`config.mk`:
```
export PLATFORM = sky130hd
export DESIGN_NAME = instr_fetch
export DESIGN_NICKNAME = d
export VERILOG_FILES = /design/src/rtl/instr_fetch.sv
export SDC_FILE = /design/constraint.sdc
export NUM_CORES = 1
export LEC_CHECK = 0
export CORE_MARGIN = 2
export CORE_UTILIZATION = 60
export DETAILED_ROUTE_END_ITERATION = 6
export DONT_BUFFER_PORTS = 1
export PLACE_DENSITY_LB_ADDON = 0.05
export SETUP_SLACK_MARGIN = 0.05
export SKIP_CTS_REPAIR_TIMING = 1
export SYNTH_ARGS = -nofsm -noshare
export SYNTH_HDL_FRONTEND = slang
export SYNTH_SLANG_ARGS = --single-unit
```
`constraint.sdc`:
```
create_clock -name clk -period 4.25 [get_ports clk]
set_clock_uncertainty 0.15 [all_clocks]
set_input_delay 0.85 -clock clk [delete_from_list [all_inputs] [get_ports clk]]
set_output_delay 0.85 -clock clk [all_outputs]
set_load 0.02 [all_outputs]
```
`src/rtl/instr_fetch.sv`:
```
// Instruction fetch stage: owns the PC, issues single-outstanding imem requests and
// presents each fetched word to decode until it is consumed.
module instr_fetch #(
    parameter logic [31:0] RESET_PC = 32'h0000_0000,
    parameter int unsigned CNT_W    = 32
) (
    input  logic             clk,
    input  logic             rst_n,
    output logic             imem_req,
    output logic [31:0]      imem_addr,
    input  logic             imem_ack,
    input  logic [31:0]      imem_rdata,
    input  logic             stall,
    input  logic             jump,
    input  logic             jump_reg,
    input  logic [31:0]      reg_target,
    input  logic             branch,
    input  logic             zero,
    output logic             if_valid,
    output logic [31:0]      if_instr,
    output logic [5:0]       if_opcode,
    output logic [5:0]       if_funct,
    output logic [31:0]      if_pc,
    output logic [31:0]      if_pc_plus4,
    output logic             addr_err,
    output logic [CNT_W-1:0] fetch_count
);

    localparam logic [1:0] ST_IDLE  = 2'd0;
    localparam logic [1:0] ST_FETCH = 2'd1;
    localparam logic [1:0] ST_HOLD  = 2'd2;

    logic [1:0]       state_q, state_d;
    logic [31:0]      pc_q, pc_d;
    logic [31:0]      if_instr_q;
    logic [31:0]      if_pc_q;
    logic [CNT_W-1:0] fetch_count_q;
    logic             capture;
    logic             consume;
    logic [31:0]      pc_plus4;
    logic [31:0]      branch_off;

    // Data is only taken while a request is outstanding, so stray or late acks are dropped.
    assign capture    = (state_q == ST_FETCH) && imem_ack;
    assign consume    = (state_q == ST_HOLD) && !stall;
    assign pc_plus4   = if_pc_q + 32'd4;
    assign branch_off = {{14{if_instr_q[15]}}, if_instr_q[15:0], 2'b00};

    always_comb begin
        state_d = state_q;
        unique case (state_q)
            ST_IDLE:  state_d = ST_FETCH;
            ST_FETCH: if (imem_ack) state_d = ST_HOLD;
            ST_HOLD:  if (!stall) state_d = ST_FETCH;
            default:  state_d = ST_IDLE;
        endcase
    end

    always_comb begin
        pc_d = pc_q;
        if (consume) begin
            if (jump && jump_reg) begin
                pc_d = {reg_target[31:2], 2'b00};
            end else if (jump) begin
                pc_d = {pc_plus4[31:28], if_instr_q[25:0], 2'b00};
            end else if (branch && zero) begin
                pc_d = pc_plus4 + branch_off;
            end else begin
                pc_d = pc_plus4;
            end
        end
    end

    always_ff @(posedge clk or negedge rst_n) begin
        if (!rst_n) begin
            state_q       <= ST_IDLE;
            pc_q          <= RESET_PC;
            if_instr_q    <= 32'h0;
            if_pc_q       <= RESET_PC;
            fetch_count_q <= '0;
        end else begin
            state_q <= state_d;
            pc_q    <= pc_d;
            if (capture) begin
                if_instr_q <= imem_rdata;
                if_pc_q    <= pc_q;
            end
            if (consume) begin
                fetch_count_q <= fetch_count_q + {{(CNT_W-1){1'b0}}, 1'b1};
            end
        end
    end

    assign imem_req    = (state_q == ST_FETCH);
    assign imem_addr   = pc_q;
    assign if_valid    = (state_q == ST_HOLD);
    assign if_instr    = if_instr_q;
    assign if_opcode   = if_instr_q[31:26];
    assign if_funct    = if_instr_q[5:0];
    assign if_pc       = if_pc_q;
    assign if_pc_plus4 = pc_plus4;
    // Flags a misaligned register-jump target during the consume cycle only.
    assign addr_err    = consume && jump && jump_reg && (reg_target[1:0] != 2'b00);
    assign fetch_count = fetch_count_q;

endmodule

```
==> qor.yml <==
status: "completed"
yosys_warnings: 0
p_total_mw: 8.44
regArea_sq_um: 3260
grt_max_degree: 131
syn_avg_cell_area_sq_um: 9.75
post-route-min-period_ns: 3.94
antenna_cells: 0
hold_viol_final: 0
slew_violations: 0
grt_pass1_vias: 6519
switchingPower_mw: 4.08
p_int_mw: 4.36
layout-drive-gt1-share_pct: 19.8
netlist-cell-type-count: 67
max_cap_violations: 0
drtPass1Iterations: 5
timing.hold.ws_ns: 0.241
grt_pass1_wl_mm: 35.7
io_pins: 247
port_buffers: 0
dieArea_sq_um: 14500
finalCritPeriodShare_pct: 92.7
crit_fanout: 5
power_frac_seq_pct: 33.9
swShare_pct: 48.4
required_ns: 4.44
wl_mm: 23.2
critPathCaptureType: "register"
synth_seq_cells: 130
startpoint_type: "register"
multiInputGateArea_sq_um: 4640
fillers: 1051
syn_area_sq_um: 8160
hp-class: "primary input to asynchronous set/reset pin"
finalSetupTns_ns: 0
postRouteAntennaNets: 0
r2r_start: "if_pc[11]$_DFFE_PN0P_"
root_buffer: "clkbuf_16"
cts_tree: "done"
worst_pin_slew_ns: 0.922
finalSetupViolCount: 0
place_hpwl_mm: 16.3
drc_errors: 0
core_area_sq_um: 13200
combPwrFrac_pct: 47.7
leakage_nw: 4.23
clk-insertion-delay-late_ns: 0.43
synth-async-reset-ratio_pct: 100
cts.sinks: 130
synth_enable_flop_cells: 0
h-tree-depth: 4
drt_iter0_markers: 414
r2r_slack_ns: 0.31
slew_headroom_pct: 38.5
clockPowerShare_pct: 18.4
finalNetCount: 961
wl_per_cell_microns: 22.3
reg2reg_depth: 14
synth_flop_cell: "dfrtp_1"
cts_buffer_depth: 2
die_w_microns: 121
cp_data_arrival_time_ns: 4.13
initial_core_util_pct: 61.6
rr_endpoint: "imem_addr[30]$_DFFE_PN0P_"
grt-ovfl-total: 0
area_delta_synth_final_pct: 12.2
num_rows: 42
antenna_found_initial: 0
ys_seq_area_share_pct: 39.9
vdd_drop_max_mv: 0.518
max_freq_mhz: 254
routed_via_density: 6.40
clkTransAtPathRegs_ns: 0.06
grt.total_usage_pct: 32.0
power.density_nw_per_um2: 922
vias: 6657
syn_nets: 947
numCtsBuffers: 17
die_h_microns: 121
rsz0062_at_grt: "false"
routabilityCongestion: 0.949
crit_type: "register to register"
syn_inst: 837
[worst max path at each step]
stage	slack, ns	endpoint	cells past startpoint	startpoint
floorplan	0.14	imem_addr[30]$_DFFE_PN0P_	15	if_pc[4]$_DFFE_PN0P_
global placement	0.24	imem_addr[30]$_DFFE_PN0P_	15	if_pc[4]$_DFFE_PN0P_
detailed placement	0.13	imem_addr[31]$_DFFE_PN0P_	13	if_pc[4]$_DFFE_PN0P_
CTS	0.13	imem_addr[31]$_DFFE_PN0P_	13	if_pc[4]$_DFFE_PN0P_
global route	0.08	imem_addr[30]$_DFFE_PN0P_	15	if_pc[2]$_DFFE_PN0P_
finish	0.31	imem_addr[30]$_DFFE_PN0P_	14	if_pc[11]$_DFFE_PN0P_
[sequential cells by signal (all words and copies together) (netlist names)]
| name | flops |
|---|---|
| state_q | 2 |
| imem_addr | 32 |
| if_pc | 32 |
| if_instr | 32 |
| fetch_count | 32 |
[logic make-up (layout without fill, tap and decap cells)]
logic type               after synthesis  in the layout  share of synthesized area, %
AND/OR/NAND/NOR                      246            246                          15.0
AO/OA/AOI/OAI                        192            192                          14.8
flip-flops                           130            130                          39.9
multiplexers                          92             92                          12.3
XOR/XNOR                              77             77                          8.50
buffers and inverters                 62             89                          3.54
adder cells (fa/ha/maj)               38             38                          5.92
[cell usage in the layout, fill, tap and decap left out, types with 34 or more instances in the layout]
master and instances:
mux2_2 69, nand2_1 81, nand3_1 34, xnor2_1 45
buf_4 45, dfrtp_1 126, ha_1 37, o21ai_0 53
a21oi_1 54, nor2_1 53
[synth_stat cells, drive strengths merged, types with 4 or more instances]
cell type,number,share of area (%)
a211oi,13,1.3
a21o,21,1.9
a21oi,54,3.3
a221oi,4,0.43
a31oi,9,0.69
and2,9,0.69
and3,17,1.3
and4,9,0.98
buf,18,1.5
clkbuf,33,1.5
dfrtp,130,40
ha,37,5.7
inv,11,0.51
mux2,69,9.5
mux2i,23,2.8
nand2,82,3.8
nand3,34,2.1
nand4,16,1.4
nor2,53,2.4
nor3,10,0.67
o211ai,5,0.46
o21ai,53,3.3
o31ai,4,0.37
or3,4,0.38
xnor2,46,5.2
xor2,31,3.3
[layer usage]
metal	global-route usage [%]	share of wire [%]
met4	10.0	1.9
met5	0	0
met2	53.4	50
met1	39.3	40
met3	10.6	8.4
[area by class of cell]
class	instances	area share, %
multi-input combinational	645	50.7
sequential	130	35.6
clock buffer	17	4.65
timing repair buffer	46	3.99
tap	176	2.41
clock inverter	15	2.16
inverter	11	0.451
[power groups by stage]
stage / Clock, mW / Sequential, mW / Combinational [mW]
CTS: 1.57 / 2.86 / 3.93
global route: 1.62 / 2.93 / 4.40
finish: 1.55 / 2.86 / 4.02
global placement: 0 / 2.86 / 3.83
floorplan: 0 / 2.66 / 3.07
detailed placement: 0 / 2.88 / 3.89
[critical path, cell delays in order (launching register included)]
cell and delay (ns):
dfrtp_1 0.55, nand2_1 0.23, or4_4 0.50, or3_4 0.45, nor2_1 0.17, xor2_1 0.21, ha_1 0.28, a21oi_1 0.12
o21ai_0 0.08, a21oi_1 0.25, and3_1 0.19, a21oi_1 0.04, o21ai_0 0.10, mux2_2 0.37, nor3_1 0.17
[metrics by stage]
step	util (%)	std cells	setup WS, ns	instance area [sq um]
floorplan	-	837	0.135	8160
global placement	63.9	1005	0.237	8460
detailed placement	63.9	1005	0.131	8460
CTS	68.6	1037	0.129	9080
global route	69.1	1040	0.0769	9150
finish	69.1	1040	0.308	9150
Note: power is estimated with default switching activity, not from simulation.
